`src/rtl/mkio_rt_sched_if.sv`:
```
// Word-level link between the MKIO RT scheduler and its Manchester decoder/encoder.
interface mkio_rt_sched_if;
    logic [15:0] rx_data;
    logic        rx_valid;
    logic        rx_cd;
    logic        p_error;
    logic [15:0] tx_data;
    logic        tx_cd;
    logic        tx_ready;
    logic        tx_busy;

    // master: decoder/encoder side; slave: the scheduler
    modport master (
        output rx_data, rx_valid, rx_cd, p_error, tx_busy,
        input  tx_data, tx_cd, tx_ready
    );
    modport slave (
        input  rx_data, rx_valid, rx_cd, p_error, tx_busy,
        output tx_data, tx_cd, tx_ready
    );
endinterface

```
`src/rtl/mkio_rt_sched.sv`:
```
// MKIO remote-terminal command scheduler: decodes commands, starts per-subaddress channels, owns the TX mux.
// Optional statistics (illegal_cnt, perr_cnt, err_timeout) are built only when MKIO_SCHED_STAT_EN is defined.
module mkio_rt_sched #(
    parameter logic [4:0]  ADDRESS = 5'd1,
    parameter int unsigned NUM_SA  = 4,
    parameter logic [4:0]  SA_BASE = 5'd1,
    parameter logic [15:0] TIMEOUT = 16'd4000
) (
    input  logic                   clk,
    input  logic                   reset,
    mkio_rt_sched_if.slave         bus,
    output logic [15:0]            cmd_word,
    output logic [NUM_SA-1:0]      dev_start,
    input  logic [NUM_SA-1:0]      dev_busy,
    input  logic [16*NUM_SA-1:0]   dev_tx_data,
    input  logic [NUM_SA-1:0]      dev_tx_cd,
    input  logic [NUM_SA-1:0]      dev_tx_ready,
    output logic [NUM_SA-1:0]      dev_tx_busy,
    output logic                   sched_busy,
    output logic                   done,
    output logic                   err_timeout,
    output logic [7:0]             illegal_cnt,
    output logic [7:0]             perr_cnt
);
    localparam int unsigned SEL_W   = (NUM_SA > 1) ? $clog2(NUM_SA) : 1;
    localparam logic [4:0]  NUM_SA5 = 5'(NUM_SA);
    localparam logic [15:0] ACK_MAX = 16'd3;

    typedef enum logic [2:0] {ST_IDLE, ST_DISPATCH, ST_WAIT_ACK, ST_ACTIVE, ST_DRAIN} state_t;

    state_t             state_q, state_d;
    logic [SEL_W-1:0]   sel_q, sel_d;
    logic               sel_valid_q, sel_valid_d;
    logic [15:0]        cnt_q, cnt_d;
    logic [15:0]        cmd_q, cmd_d;
    logic [NUM_SA-1:0]  start_q, start_d;
    logic               done_q, done_d;
    logic               busy_q, busy_d;
    logic [15:0]        tx_data_q, tx_data_d;
    logic               tx_cd_q, tx_cd_d;
    logic               tx_ready_q, tx_ready_d;

    logic [15:0]        ch_data [NUM_SA];
    logic               addr_hit, perr_ev, legal_ev, illegal_ev, tmo_ev;
    logic [4:0]         sa_off;
    logic [SEL_W-1:0]   sel_new;

    for (genvar k = 0; k < NUM_SA; k++) begin : g_ch
        assign ch_data[k] = dev_tx_data[16*k +: 16];
    end

    // Command classification; broadcast (31) never matches a unicast address
    always_comb begin
        sa_off     = bus.rx_data[9:5] - SA_BASE;
        sel_new    = SEL_W'(sa_off);
        addr_hit   = bus.rx_valid && bus.rx_cd && (bus.rx_data[15:11] == ADDRESS)
                     && (bus.rx_data[15:11] != 5'd31);
        perr_ev    = addr_hit && bus.p_error;
        legal_ev   = addr_hit && !bus.p_error && bus.rx_data[10]
                     && (bus.rx_data[9:5] >= SA_BASE) && (sa_off < NUM_SA5);
        illegal_ev = addr_hit && !bus.p_error && !legal_ev;
    end

    // Next-state logic; a legal command overrides whatever the FSM would do this cycle
    always_comb begin
        state_d     = state_q;
        sel_d       = sel_q;
        sel_valid_d = sel_valid_q;
        cnt_d       = cnt_q;
        cmd_d       = cmd_q;
        start_d     = '0;
        done_d      = 1'b0;
        tmo_ev      = 1'b0;

        unique case (state_q)
            ST_IDLE: ;
            ST_DISPATCH: begin
                sel_valid_d = 1'b1;
                cnt_d       = '0;
                state_d     = ST_WAIT_ACK;
            end
            ST_WAIT_ACK: begin
                if (dev_busy[sel_q]) begin
                    cnt_d   = '0;
                    state_d = ST_ACTIVE;
                end else if (cnt_q == ACK_MAX) begin
                    tmo_ev      = 1'b1;
                    sel_valid_d = 1'b0;
                    state_d     = ST_IDLE;
                end else begin
                    cnt_d = cnt_q + 16'd1;
                end
            end
            ST_ACTIVE: begin
                if (!dev_busy[sel_q]) begin
                    state_d = ST_DRAIN;
                end else if (cnt_q == TIMEOUT) begin
                    tmo_ev      = 1'b1;
                    sel_valid_d = 1'b0;
                    state_d     = ST_IDLE;
                end else begin
                    cnt_d = cnt_q + 16'd1;
                end
            end
            ST_DRAIN: begin
                if (!bus.tx_busy) begin
                    done_d      = 1'b1;
                    sel_valid_d = 1'b0;
                    state_d     = ST_IDLE;
                end
            end
            default: state_d = ST_IDLE;
        endcase

        if (legal_ev) begin
            cmd_d            = bus.rx_data;
            sel_d            = sel_new;
            sel_valid_d      = 1'b0;
            cnt_d            = '0;
            start_d[sel_new] = 1'b1;
            done_d           = 1'b0;
            tmo_ev           = 1'b0;
            state_d          = ST_DISPATCH;
        end

        busy_d     = (state_d != ST_IDLE);
        tx_data_d  = '0;
        tx_cd_d    = 1'b0;
        tx_ready_d = 1'b0;
        if (sel_valid_d) begin
            tx_data_d  = ch_data[sel_d];
            tx_cd_d    = dev_tx_cd[sel_d];
            tx_ready_d = dev_tx_ready[sel_d];
        end
    end

    always_ff @(posedge clk or negedge reset) begin
        if (!reset) begin
            state_q     <= ST_IDLE;
            sel_q       <= '0;
            sel_valid_q <= 1'b0;
            cnt_q       <= '0;
            cmd_q       <= '0;
            start_q     <= '0;
            done_q      <= 1'b0;
            busy_q      <= 1'b0;
            tx_data_q   <= '0;
            tx_cd_q     <= 1'b0;
            tx_ready_q  <= 1'b0;
        end else begin
            state_q     <= state_d;
            sel_q       <= sel_d;
            sel_valid_q <= sel_valid_d;
            cnt_q       <= cnt_d;
            cmd_q       <= cmd_d;
            start_q     <= start_d;
            done_q      <= done_d;
            busy_q      <= busy_d;
            tx_data_q   <= tx_data_d;
            tx_cd_q     <= tx_cd_d;
            tx_ready_q  <= tx_ready_d;
        end
    end

    // Non-owners see a busy encoder and stall
    always_comb begin
        dev_tx_busy = '1;
        if (sel_valid_q) dev_tx_busy[sel_q] = bus.tx_busy;
    end

    assign cmd_word     = cmd_q;
    assign dev_start    = start_q;
    assign done         = done_q;
    assign sched_busy   = busy_q;
    assign bus.tx_data  = tx_data_q;
    assign bus.tx_cd    = tx_cd_q;
    assign bus.tx_ready = tx_ready_q;

`ifdef MKIO_SCHED_STAT_EN
    logic [7:0] illegal_q, illegal_d;
    logic [7:0] perr_q, perr_d;
    logic       err_q, err_d;

    // Saturating error statistics; sticky timeout flag cleared by the next legal command
    always_comb begin
        illegal_d = illegal_q;
        perr_d    = perr_q;
        err_d     = err_q;
        if (illegal_ev && (illegal_q != 8'hFF)) illegal_d = illegal_q + 8'd1;
        if (perr_ev && (perr_q != 8'hFF))       perr_d    = perr_q + 8'd1;
        if (tmo_ev)   err_d = 1'b1;
        if (legal_ev) err_d = 1'b0;
    end

    always_ff @(posedge clk or negedge reset) begin
        if (!reset) begin
            illegal_q <= '0;
            perr_q    <= '0;
            err_q     <= 1'b0;
        end else begin
            illegal_q <= illegal_d;
            perr_q    <= perr_d;
            err_q     <= err_d;
        end
    end

    assign illegal_cnt = illegal_q;
    assign perr_cnt    = perr_q;
    assign err_timeout = err_q;
`else
    logic unused_stat;
    assign unused_stat = ^{illegal_ev, perr_ev, tmo_ev};
    assign illegal_cnt = '0;
    assign perr_cnt    = '0;
    assign err_timeout = 1'b0;
`endif

endmodule
```
`src/flat_wrapper.sv`:
```
// flat-port wrapper written by rule: the top's interface ports become plain ports
module mkio_rt_sched_flat 
#(
    parameter logic [4:0]  ADDRESS = 5'd1,
    parameter int unsigned NUM_SA  = 4,
    parameter logic [4:0]  SA_BASE = 5'd1,
    parameter logic [15:0] TIMEOUT = 16'd4000
)
  (clk, reset, cmd_word, dev_start, dev_busy, dev_tx_data, dev_tx_cd, dev_tx_ready, dev_tx_busy, sched_busy, done, err_timeout, illegal_cnt, perr_cnt, bus_rx_data, bus_rx_valid, bus_rx_cd, bus_p_error, bus_tx_busy, bus_tx_data, bus_tx_cd, bus_tx_ready);
  mkio_rt_sched_if bus_i ();
  input  logic clk;
  input  logic reset;
  output logic [15:0] cmd_word;
  output logic [NUM_SA-1:0] dev_start;
  input  logic [NUM_SA-1:0] dev_busy;
  input  logic [16*NUM_SA-1:0] dev_tx_data;
  input  logic [NUM_SA-1:0] dev_tx_cd;
  input  logic [NUM_SA-1:0] dev_tx_ready;
  output logic [NUM_SA-1:0] dev_tx_busy;
  output logic sched_busy;
  output logic done;
  output logic err_timeout;
  output logic [7:0] illegal_cnt;
  output logic [7:0] perr_cnt;
  input wire logic [$bits(bus_i.rx_data)-1:0] bus_rx_data;
  input wire logic [$bits(bus_i.rx_valid)-1:0] bus_rx_valid;
  input wire logic [$bits(bus_i.rx_cd)-1:0] bus_rx_cd;
  input wire logic [$bits(bus_i.p_error)-1:0] bus_p_error;
  input wire logic [$bits(bus_i.tx_busy)-1:0] bus_tx_busy;
  output wire logic [$bits(bus_i.tx_data)-1:0] bus_tx_data;
  output wire logic [$bits(bus_i.tx_cd)-1:0] bus_tx_cd;
  output wire logic [$bits(bus_i.tx_ready)-1:0] bus_tx_ready;
  assign bus_i.rx_data = bus_rx_data;
  assign bus_i.rx_valid = bus_rx_valid;
  assign bus_i.rx_cd = bus_rx_cd;
  assign bus_i.p_error = bus_p_error;
  assign bus_i.tx_busy = bus_tx_busy;
  assign bus_tx_data = bus_i.tx_data;
  assign bus_tx_cd = bus_i.tx_cd;
  assign bus_tx_ready = bus_i.tx_ready;
  mkio_rt_sched #(.ADDRESS(ADDRESS), .NUM_SA(NUM_SA), .SA_BASE(SA_BASE), .TIMEOUT(TIMEOUT)) u_core (.clk(clk), .reset(reset), .bus(bus_i), .cmd_word(cmd_word), .dev_start(dev_start), .dev_busy(dev_busy), .dev_tx_data(dev_tx_data), .dev_tx_cd(dev_tx_cd), .dev_tx_ready(dev_tx_ready), .dev_tx_busy(dev_tx_busy), .sched_busy(sched_busy), .done(done), .err_timeout(err_timeout), .illegal_cnt(illegal_cnt), .perr_cnt(perr_cnt));
endmodule
```
`config.mk`:
```
export PLATFORM = sky130hd
export DESIGN_NAME = mkio_rt_sched_flat
export DESIGN_NICKNAME = d
export VERILOG_FILES = /design/src/rtl/mkio_rt_sched_if.sv /design/src/rtl/mkio_rt_sched.sv /design/src/flat_wrapper.sv
export SDC_FILE = /design/constraint.sdc
export NUM_CORES = 1
export LEC_CHECK = 0
export BUFFER_PORTS_ARGS = -buffer_cell sky130_fd_sc_hd__buf_2
export CAP_MARGIN = 20
export CORE_MARGIN = 2
export CORE_UTILIZATION = 40
export DETAILED_ROUTE_END_ITERATION = 12
export PLACE_DENSITY = 0.76
export SYNTH_ARGS = -nofsm -noshare
export SYNTH_HDL_FRONTEND = slang
export SYNTH_SLANG_ARGS = --single-unit
export TNS_END_PERCENT = 20
```
`constraint.sdc`:
```
create_clock -name clk -period 3.4 [get_ports clk]
set_clock_uncertainty 0.15 [all_clocks]
set_input_delay 0.17 -clock clk [delete_from_list [all_inputs] [get_ports clk]]
set_output_delay 0.17 -clock clk [all_outputs]
set_load 0.01 [all_outputs]
```
Word-level counts from Yosys, hierarchy flattened. Cells that the tools add are included.

Register bits: 62. Input port bits: 98. Output and inout port bits: 61. Word-level logic and storage cells: 91.

Add/subtract/negate cells: 2. $lt $le $gt $ge: 8. Equality and inequality tests: 11. Mux-type cells: 42. Bitwise gates (word level): 3. Reduce and logical (&&, ||, !) cells: 14.

Operators by type and width (number): 16-bit 2-to-1 mux (8); 16-bit case mux with 3 select lines (1); 16-bit binary-select mux with 2-bit select (1); 3-bit 2-to-1 mux (6); 16-bit by 1-bit adder with 16-bit output (second input constant) (1); 16-bit by 12-bit equality test with 1-bit output (second input constant) (1); 16-bit by 2-bit equality test with 1-bit output (second input constant) (1); 1-bit 2-to-1 mux (16); 3-bit case mux with 5 select lines (1); 1-bit logical AND (9); 2-bit by 3-bit < comparator with 1-bit output (second input constant) (3); 4-bit 2-to-1 mux (2); 1-bit binary-select mux with 2-bit select (3); 3-bit by 2-bit equality test with 1-bit output (second input constant) (2); 5-bit by 1-bit equality test with 1-bit output (second input constant) (1); 5-bit by 1-bit >= comparator with 1-bit output (second input constant) (1); 5-bit by 3-bit < comparator with 1-bit output (second input constant) (1); 5-bit != test (second input constant) (1); 5-bit by 1-bit subtractor with 5-bit output (second input constant) (1); 1-bit demux with 2-bit select (2); 2-bit by 1-bit >= comparator with 1-bit output (second input constant) (2); 4-bit by 2-bit != test with 1-bit output (second input constant) (1); 4-bit NOT (1); 4-bit bitwise OR (1); other kinds (13) (13).

Depth between registers and ports, before layout. Gate-level depths: netlist of the first run.

Depth in word-level cells: 13. Gate-level depth with buffers: 12. Gate-level depth less buffers: 9.

Least setup slack after synthesis of the first run. Ideal clock, no wire load.

Path type: in2reg. Start point: in bus_rx_data[5]. End point: reg u_core.tx_data_q[10] (netlist: u_core.bus.tx_data[10]). Setup time: 0.142 ns. Arrival: 2.164 ns. Path slack: 0.944 ns. Stages on the path: 12. Path through: inv_1 -> ha_1 -> or2_0 -> a211o_1 -> a21o_1 -> buf_4 -> a21oi_2 -> buf_6 -> inv_6 -> buf_4 -> a221oi_1 -> a211oi_1.

Cells in the longest elaborated chain, start to end: 9.

RTL lines: from (decl) (line flat_wrapper.sv:25) `input wire logic [$bits(bus_i.rx_data)-1:0] bus_rx_data;`; 5-bit by 1-bit subtractor with 5-bit output / 5-bit by 1-bit >= comparator with 1-bit output (equally long branches) (line mkio_rt_sched.sv:54, mkio_rt_sched.sv:60); 5-bit by 3-bit < comparator with 1-bit output / 1-bit logical AND (equally long branches) (line mkio_rt_sched.sv:60) `&& (bus.rx_data[9:5] >= SA_BASE) && (sa_off < NUM_SA5);`; 1-bit logical AND (line mkio_rt_sched.sv:60); 2-bit 2-to-1 mux * (line mkio_rt_sched.sv:115) `if (legal_ev) begin`; net u_core.sel_d[0] (line mkio_rt_sched.sv:32) `logic [SEL_W-1:0] sel_q, sel_d;`; 2-bit NOT with 3-bit output (implied by the code) * (line mkio_rt_sched.sv:131) `tx_data_d = ch_data[sel_d];`; 16-bit binary-select mux with 2-bit select * (line mkio_rt_sched.sv:131); 16-bit 2-to-1 mux (implied by the code) * (2 in a row) (line mkio_rt_sched.sv:131); 16-bit 2-to-1 mux * (line mkio_rt_sched.sv:130) `if (sel_valid_d) begin`; net u_core.tx_data_d[10] (line mkio_rt_sched.sv:39) `logic [15:0] tx_data_q, tx_data_d;`; to (signal assigned) (line mkio_rt_sched.sv:159) `tx_data_q <= tx_data_d;`; to (decl) (line mkio_rt_sched.sv:39).

Mark *: on every way through the listed nets, which the timed path passes. The rest lies on a longest branch. The select of a mux whose other input is x is not followed. A chain may end at the register's enable or synchronous reset.

Worst setup path in the final report of the first run.
Start point: in bus_rx_data[7]. End point: reg u_core.tx_data_q[3] (netlist: u_core.bus.tx_data[3]).

Cells in the longest elaborated chain, start to end: 9.

RTL lines (line): 5-bit by 1-bit subtractor with 5-bit output / 5-bit by 1-bit >= comparator with 1-bit output (equally long branches) (mkio_rt_sched.sv:54, mkio_rt_sched.sv:60); 5-bit by 3-bit < comparator with 1-bit output / 1-bit logical AND (equally long branches) (mkio_rt_sched.sv:60); 1-bit logical AND * (mkio_rt_sched.sv:60); 2-bit 2-to-1 mux (mkio_rt_sched.sv:115); 2-bit NOT with 3-bit output (implied by the code) (mkio_rt_sched.sv:131); 16-bit binary-select mux with 2-bit select (mkio_rt_sched.sv:131); 16-bit 2-to-1 mux (implied by the code) (2 in a row) (mkio_rt_sched.sv:131); 16-bit 2-to-1 mux * (mkio_rt_sched.sv:130); net u_core.tx_data_d[3] (mkio_rt_sched.sv:39).

Marked as above.

==> results by group, run 1 <==
Final layout
  – Filler instances: 792
  – P&R area growth vs syn: 26.5%
  – Nets: 615
  – Commonest non-fill, non-tap cell in the layout: buf_2
  – Commonest non-fill, non-tap cells in the layout: buf_2 (141), dfrtp_1 (62), nand2_1 (37), nor2_1 (25)
  – Share of layout cells above drive strength 1: 35.3%
  – Diode count: 0

Setup path
  – CP Data Arrival Time: 3.16 ns
  – R2R Path Start: u_core.cnt_q[12]
  – Crit start category: input port
  – Critical path fanouts, max: 20
  – Reg-to-Reg End: u_core.cnt_q[13]
  – CP endpoint kind: flip-flop
  – WS Path Type: input port to flip-flop
  – Req. time, crit path: 3.42 ns
  – Internal reg-to-reg setup slack: 0.55 ns
  – Worst reg2reg path depth: 6

Timing
  – Final hold vios: 0
  – # setup viols final: 0
  – Unrepaired setup endpoints after global routing: no
  – Slew headroom: 28.2%
  – Setup TNS: 0 ns
  – Fmax: 318 MHz
  – Slew Viols, Final: 0
  – Worst Setup Slack, final: 0.259 ns
  – Worst slew pin tran: 1.06 ns
  – Crit share post-route: 92.4%
  – Post-layout min period: 3.14 ns

CTS
  – Clock transition at the registers of the reported paths: 0.07 ns
  – Post-CTS Setup Inserts: 0
  – Root buffer cell: clkbuf_8
  – CTS sink cnt: 62
  – CTS max path bufs: 2
  – TritonCTS buffer count: 9
  – CTS tree: yes
  – H-tree depth: 3
  – Worst skew pair latency: 0.34 ns

Power
  – Pwr dens: 490 nW/µm²
  – Switching Share: 35.7%
  – Worst vdd ir: 270 µV
  – Pleak: 2.44 nW
  – Total Power: 0.00226 W
  – Int Power: 0.00145 W
  – Flop pwr share: 40.2%
  – Switch Pwr: 0.000809 W
  – Comb pwr share: 35.4%
  – Clk pwr share: 24.3%

Logic synthesis
  – Mapped Cells: 362
  – Syn_area_per_cell: 10.1 µm²
  – Distinct cells, synth: 62
  – Mapped Area: 3650 µm²
  – FFs w/ async S/R, synth: 100%
  – Primary FF master, synth: dfrtp_1
  – YS warnings: 0
  – Post-synth EDFFs: 0
  – Post-synthesis sequential area ratio: 42.5%
  – Flops & latches, synth: 62

Routing
  – First-pass DRT Iterations: 6
  – Wire per inst: 16.1 µm
  – Routed Wire Length: 10,000 µm
  – Via count: 3,362
  – Via-to-Cell Ratio: 5.40
  – Post-route ant nets: 0
  – 1st-iter DRT viols: 171
  – Drt drc: 0

GRT
  – Grt ovf: 0
  – Number of antenna violations at the first check in global routing: 0
  – Gr usage total: 20.3%
  – Vias in the first global route: 3,339
  – Largest net degree at the start of global routing: 41
  – Global-route wire length before repair: 16,000 µm

Floorplan
  – Die ar.: 9910 µm²
  – Top Ports: 159
  – Starting density of the core: 41.5%
  – Die W: 99.5 µm
  – # rows: 34
  – Core ar.: 8810 µm²
  – Die Y-Extent: 99.5 µm

Placed design
  – Port buffer count: 141
  – Routability Congestion: 0.858
  – Dpl hpwl: 7300 µm
  – Post-place setup slack: 0.228 ns

Status
  – Status: complete, no violations

Worst hold path
  – Hold depth: 3
  – Hold Path Origin: dev_tx_data[54]
  – Hold EP: u_core.bus.tx_data[6]
  – Hold Path Class: input port to flip-flop

Job
  – Max Cap Viol: 0
## routing by layer
metal,up-vias,routed length (µm),track usage (%)
met5,-,0,0
met4,0,202,7.17
met3,18,614,5.41
met2,135,5040,34.0
met1,1614,4140,25.4
li1,1595,-,-
## synth_stat cells, types with 4 or more instances
master,number,share of area (%)
and2b_1,10,2.1
a22o_2,5,1.4
a32o_1,8,2.2
dfrtp_1,62,42
ha_1,7,2.4
buf_6,6,1.9
a211oi_1,18,3.7
buf_4,19,3.9
mux2i_1,19,5.2
nor2b_1,16,2.7
nor3_1,4,0.55
nand4_1,7,1.2
o21ai_0,5,0.69
nor2_1,25,2.6
a21oi_1,4,0.55
buf_2,4,0.55
a221oi_1,19,4.6
nand2_1,37,3.8
clkbuf_1,7,0.72
inv_1,17,1.7
nand3_1,10,1.4
## registers in the layout (all words and copies together) (netlist names)
name                 cells
u_core.bus.tx_cd         1
u_core.bus.tx_data      16
u_core.bus.tx_ready      1
u_core.cmd_word         16
u_core.cnt_q            16
u_core.dev_start         4
u_core.done              1
u_core.sched_busy        1
u_core.sel_q             2
u_core.sel_valid_q       1
u_core.state_q           3
## layout make-up
| type | count | area, µm² | area share, % |
|---|---|---|---|
| clock buffer | 13 | 139 | 3.01 |
| clock inverter | 3 | 21.3 | 0.461 |
| inverter | 18 | 72.6 | 1.57 |
| multi-input combinational | 263 | 1840 | 39.9 |
| sequential | 62 | 1550 | 33.6 |
| tap | 108 | 135 | 2.93 |
| timing repair buffer | 156 | 853 | 18.5 |
## metrics by stage
| stage | util, % | cell area, µm² | instances | hold WS [ns] |
|---|---|---|---|---|
| after floorplan | - | 3710 | 378 | -0.276 |
| after global placement | 49.4 | 4350 | 597 | 0.0180 |
| after detailed placement | 49.4 | 4350 | 597 | 0.0254 |
| after CTS | 52.3 | 4600 | 622 | 0.00837 |
| after global routing | 52.4 | 4620 | 623 | 0.0319 |
| final | 52.4 | 4620 | 623 | 0.0281 |
## power groups by stage
stage	registers, W	clock network [W]	logic [W]
3_3_place_gp	0.000919	0	0.000773
6_report	0.000910	0.000551	0.000802
5_1_grt	0.000923	0.000592	0.000889
4_1_cts	0.000909	0.000563	0.000800
3_5_place_dp	0.000920	0	0.000793
2_1_floorplan	0.000954	0	0.000519
## worst max path at each step
| stage | from | to | slack [ns] | cells past startpoint |
|---|---|---|---|---|
| floorplan | bus_rx_data[5] | u_core.bus.tx_data[10] | 0.94 | 12 |
| finish | bus_rx_data[7] | u_core.bus.tx_data[3] | 0.26 | 8 |
| detailed placement | bus_rx_data[5] | u_core.bus.tx_data[7] | 0.23 | 9 |
| CTS | bus_rx_data[7] | u_core.bus.tx_data[7] | 0.24 | 8 |
| global route | bus_rx_data[7] | u_core.bus.tx_data[5] | 0.05 | 8 |
| global placement | bus_rx_data[5] | u_core.bus.tx_data[15] | 0.38 | 9 |
## critical path: stages
cell and delay, ns:
dlygate4sd3_1 0.53, buf_2 0.15, nor3b_1 0.13, a31oi_1 0.32, a21o_1 0.68, nand2_1 0.60
a221oi_1 0.46, a211oi_1 0.09
## kinds of logic after synthesis
group | Yosys count | synth area share (%)
AO/OA/AOI/OAI | 85 | 20.0
XOR/XNOR | 1 | 0.240
adder cells (fa/ha/maj) | 7 | 2.40
buffers and inverters | 54 | 9.01
flip-flops | 62 | 42.5
multiplexers | 21 | 6.44
other | 1 | 0.103
AND/OR/NAND/NOR | 131 | 19.3
## timing repair
action	in CTS	in global routing
endpoints found under the setup margin	0	2
endpoints found under the hold margin	30	0
gates resized for setup	0	0
hold buffers	9	0
No activity file was read; power rests on OpenSTA's default activity.
==> inputs of run 2 (changes only) <==
--- a/config.mk
+++ b/config.mk
@@ -9,6 +9,7 @@
 export CAP_MARGIN = 20
 export CORE_MARGIN = 2
 export CORE_UTILIZATION = 40
+export CTS_BUF_LIST = sky130_fd_sc_hd__clkbuf_4 sky130_fd_sc_hd__clkbuf_8
 export DETAILED_ROUTE_END_ITERATION = 12
 export PLACE_DENSITY = 0.76
 export SYNTH_ARGS = -nofsm -noshare
==> results by group, run 2 (synthesis gave the netlist of run 1 again) <==
GRT
  – Global-route wire length before repair: 16,000 µm (unchanged)
  – Gr usage total: 20.3% (unchanged)
  – Largest net degree at the start of global routing: 41 (unchanged)
  – Grt ovf: 0 (unchanged)
  – Number of antenna violations at the first check in global routing: 0 (unchanged)
  – Vias in the first global route: 3,339 (unchanged)

Worst hold path
  – Hold Path Class: input port to flip-flop

Placed design
  – Dpl hpwl: 7300 µm (unchanged)
  – Placed cells: 597 (unchanged)
  – Routability Congestion: 0.858 (unchanged)
  – Post-place instance area: 4350 µm² (unchanged)
  – Port buffer count: 141 (unchanged)

Setup path
  – CP Data Arrival Time: 3.17 ns (about the same)
  – Critical path fanouts, max: 20 (unchanged)
  – Buf+Inv Stages, Crit Path: 2 (unchanged)
  – Crit path cell chain: dlygate4sd3_1 > buf_2 > nor3b_1 > a31oi_1 > a21o_1 > nand2_1 > a221oi_1 > a211oi_1
  – Crit start category: input port
  – Slowest CP cell: a21o_1
  – WS Path Type: input port to flip-flop
  – Cell family with most CP delay: compound AO/OA/AOI/OAI gates
  – CP endpoint kind: flip-flop
  – Req. time, crit path: 3.41 ns (about the same)
  – CP max stage delay: 0.70 ns (+0.02 ns)

Power
  – Clk pwr share: 25.5% (+1.2 points)
  – Pleak: 2.46 nW (+0.56%)
  – Int Power: 0.00149 W (+2.2%)
  – Pwr dens: 497 nW/µm² (+1.4%)
  – Worst vdd ir: 264 µV (-2.0%)
  – Flop pwr share: 39.5% (-0.7 points)
  – Switching Share: 35.4% (-0.31 points)
  – Switch Pwr: 0.000816 W (+0.84%)
  – Comb pwr share: 35.0% (-0.4 points)

Job
  – Max Cap Viol: 0 (unchanged)

Floorplan
  – # rows: 34 (unchanged)
  – Die ar.: 9910 µm² (unchanged)
  – Die W: 99.5 µm (unchanged)
  – Core ar.: 8810 µm² (unchanged)
  – Top Ports: 159 (unchanged)
  – Die Y-Extent: 99.5 µm (unchanged)
  – Starting density of the core: 41.5% (unchanged)

CTS
  – CTS sink cnt: 62 (unchanged)
  – Post-CTS Setup Inserts: 0 (unchanged)
  – CTS max path bufs: 2 (unchanged)
  – Clock transition at the registers of the reported paths: 0.07 ns (about the same)
  – CTS tree: yes
  – Post-CTS Resized: 0 (unchanged)
  – TritonCTS buffer count: 9 (unchanged)
  – Worst skew pair latency: 0.34 ns (about the same)
  – H-tree depth: 3 (unchanged)
  – Root buffer cell: clkbuf_8

Final layout
  – Nets: 615 (unchanged)
  – Share of layout cells above drive strength 1: 36.1% (+0.78 points)
  – Fin util: 52.6% (+0.17 points)
  – Commonest non-fill, non-tap cell in the layout: buf_2
  – Fin cells: 623 (unchanged)
  – P&R area growth vs syn: 26.9%
  – Design area: 4630 µm² (+0.33%)
  – Commonest non-fill, non-tap cells in the layout: buf_2 (141), dfrtp_1 (62), nand2_1 (37), nor2_1 (25)
  – Diode count: 0 (unchanged)

Routing
  – 1st-iter DRT viols: 160 (-6.4%)
  – Via count: 3,376 (+0.42%)
  – Routed Wire Length: 10,000 µm (+0.32%)
  – Via-to-Cell Ratio: 5.42 (+0.42%)
  – Post-route ant nets: 0 (unchanged)
  – Drt drc: 0 (unchanged)
  – First-pass DRT Iterations: 4 (-2)
  – Wire per inst: 16.1 µm (+0.32%)

Timing
  – Slew headroom: 30.9% (+2.7 points)
  – Worst slew pin tran: 1.02 ns (-0.0398 ns)
  – Crit share post-route: 93.1% (+0.71 points)
  – Final hold vios: 0 (unchanged)
  – # setup viols final: 0 (unchanged)
  – Setup TNS: 0 ns (unchanged)
  – Slew Viols, Final: 0 (unchanged)
  – Fmax: 316 MHz (-0.76%)
  – Post-layout min period: 3.16 ns (+0.0241 ns)
  – Unrepaired setup endpoints after global routing: no

Status
  – Status: complete, no violations
[run 2: cell counts in the layout (fill, tap and decap cells not counted)]
Identical to the previous run, type by type.
[run 2: layer usage]
layer  track usage, %  up-vias  share of wire (%)
li1                 -     1592                  -
met1             25.4     1616                 42
met2             34.0      148                 50
met3             5.41       20                6.4
met4             7.17        0                2.1
met5                0        -                  0
[run 2: final timing paths]
kind / from / endpoint / slack, ns / cells past startpoint
min in group asynchronous: reset / u_core.cmd_word[11] / 0.19 / 2
setup reg to reg: u_core.cnt_q[3] / u_core.cnt_q[13] / 0.55 / 6
setup / recovery: bus_rx_data[7] / u_core.bus.tx_data[7] / 0.24 / 8
hold reg to reg: u_core.cmd_word[11] / u_core.cmd_word[11] / 0.32 / 1
max in group asynchronous: reset / u_core.cnt_q[14] / 2.00 / 3
hold / removal: dev_tx_data[54] / u_core.bus.tx_data[6] / 0.02 / 3
[run 2: power groups by stage]
stage	clock (W)	combinational, W	sequential, W
finish	0.000586	0.000806	0.000910
global route	0.000623	0.000889	0.000923
CTS	0.000595	0.000800	0.000910
detailed placement	0	0.000793	0.000920
global placement	0	0.000773	0.000919
floorplan	0	0.000519	0.000954
[run 2: worst reg2reg max path: cells and delay by family, from the launching register on]
kind,cells,cell delay [ns]
AND/OR/NAND/NOR,4,1.67
AO/OA/AOI/OAI,2,0.49
flip-flops,1,0.43
[run 2: per-stage QoR]
step	hold slack, ns	setup slack [ns]	total power, W
finish	0.0208	0.235	0.00230
global route	0.0319	0.0562	0.00244
CTS	0.00800	0.240	0.00230
detailed placement	0.0254	0.228	0.00171
global placement	0.0180	0.382	0.00169
floorplan	-0.276	0.944	0.00147
[run 2: cell type report]
cell class,count,area [µm²]
Tap cell,108,135
Fill cell,792,4170
Inverter,18,72.6
Timing Repair Buffer,156,853
Sequential cell,62,1550
Clock inverter,3,21.3
Multi-Input combinational cell,263,1840
Clock buffer,13,154
[run 2: timing repair]
action                     in CTS  in global routing
hold buffers                    9                  0
setup endpoints to repair       0                  2
hold endpoints to repair       30                  0
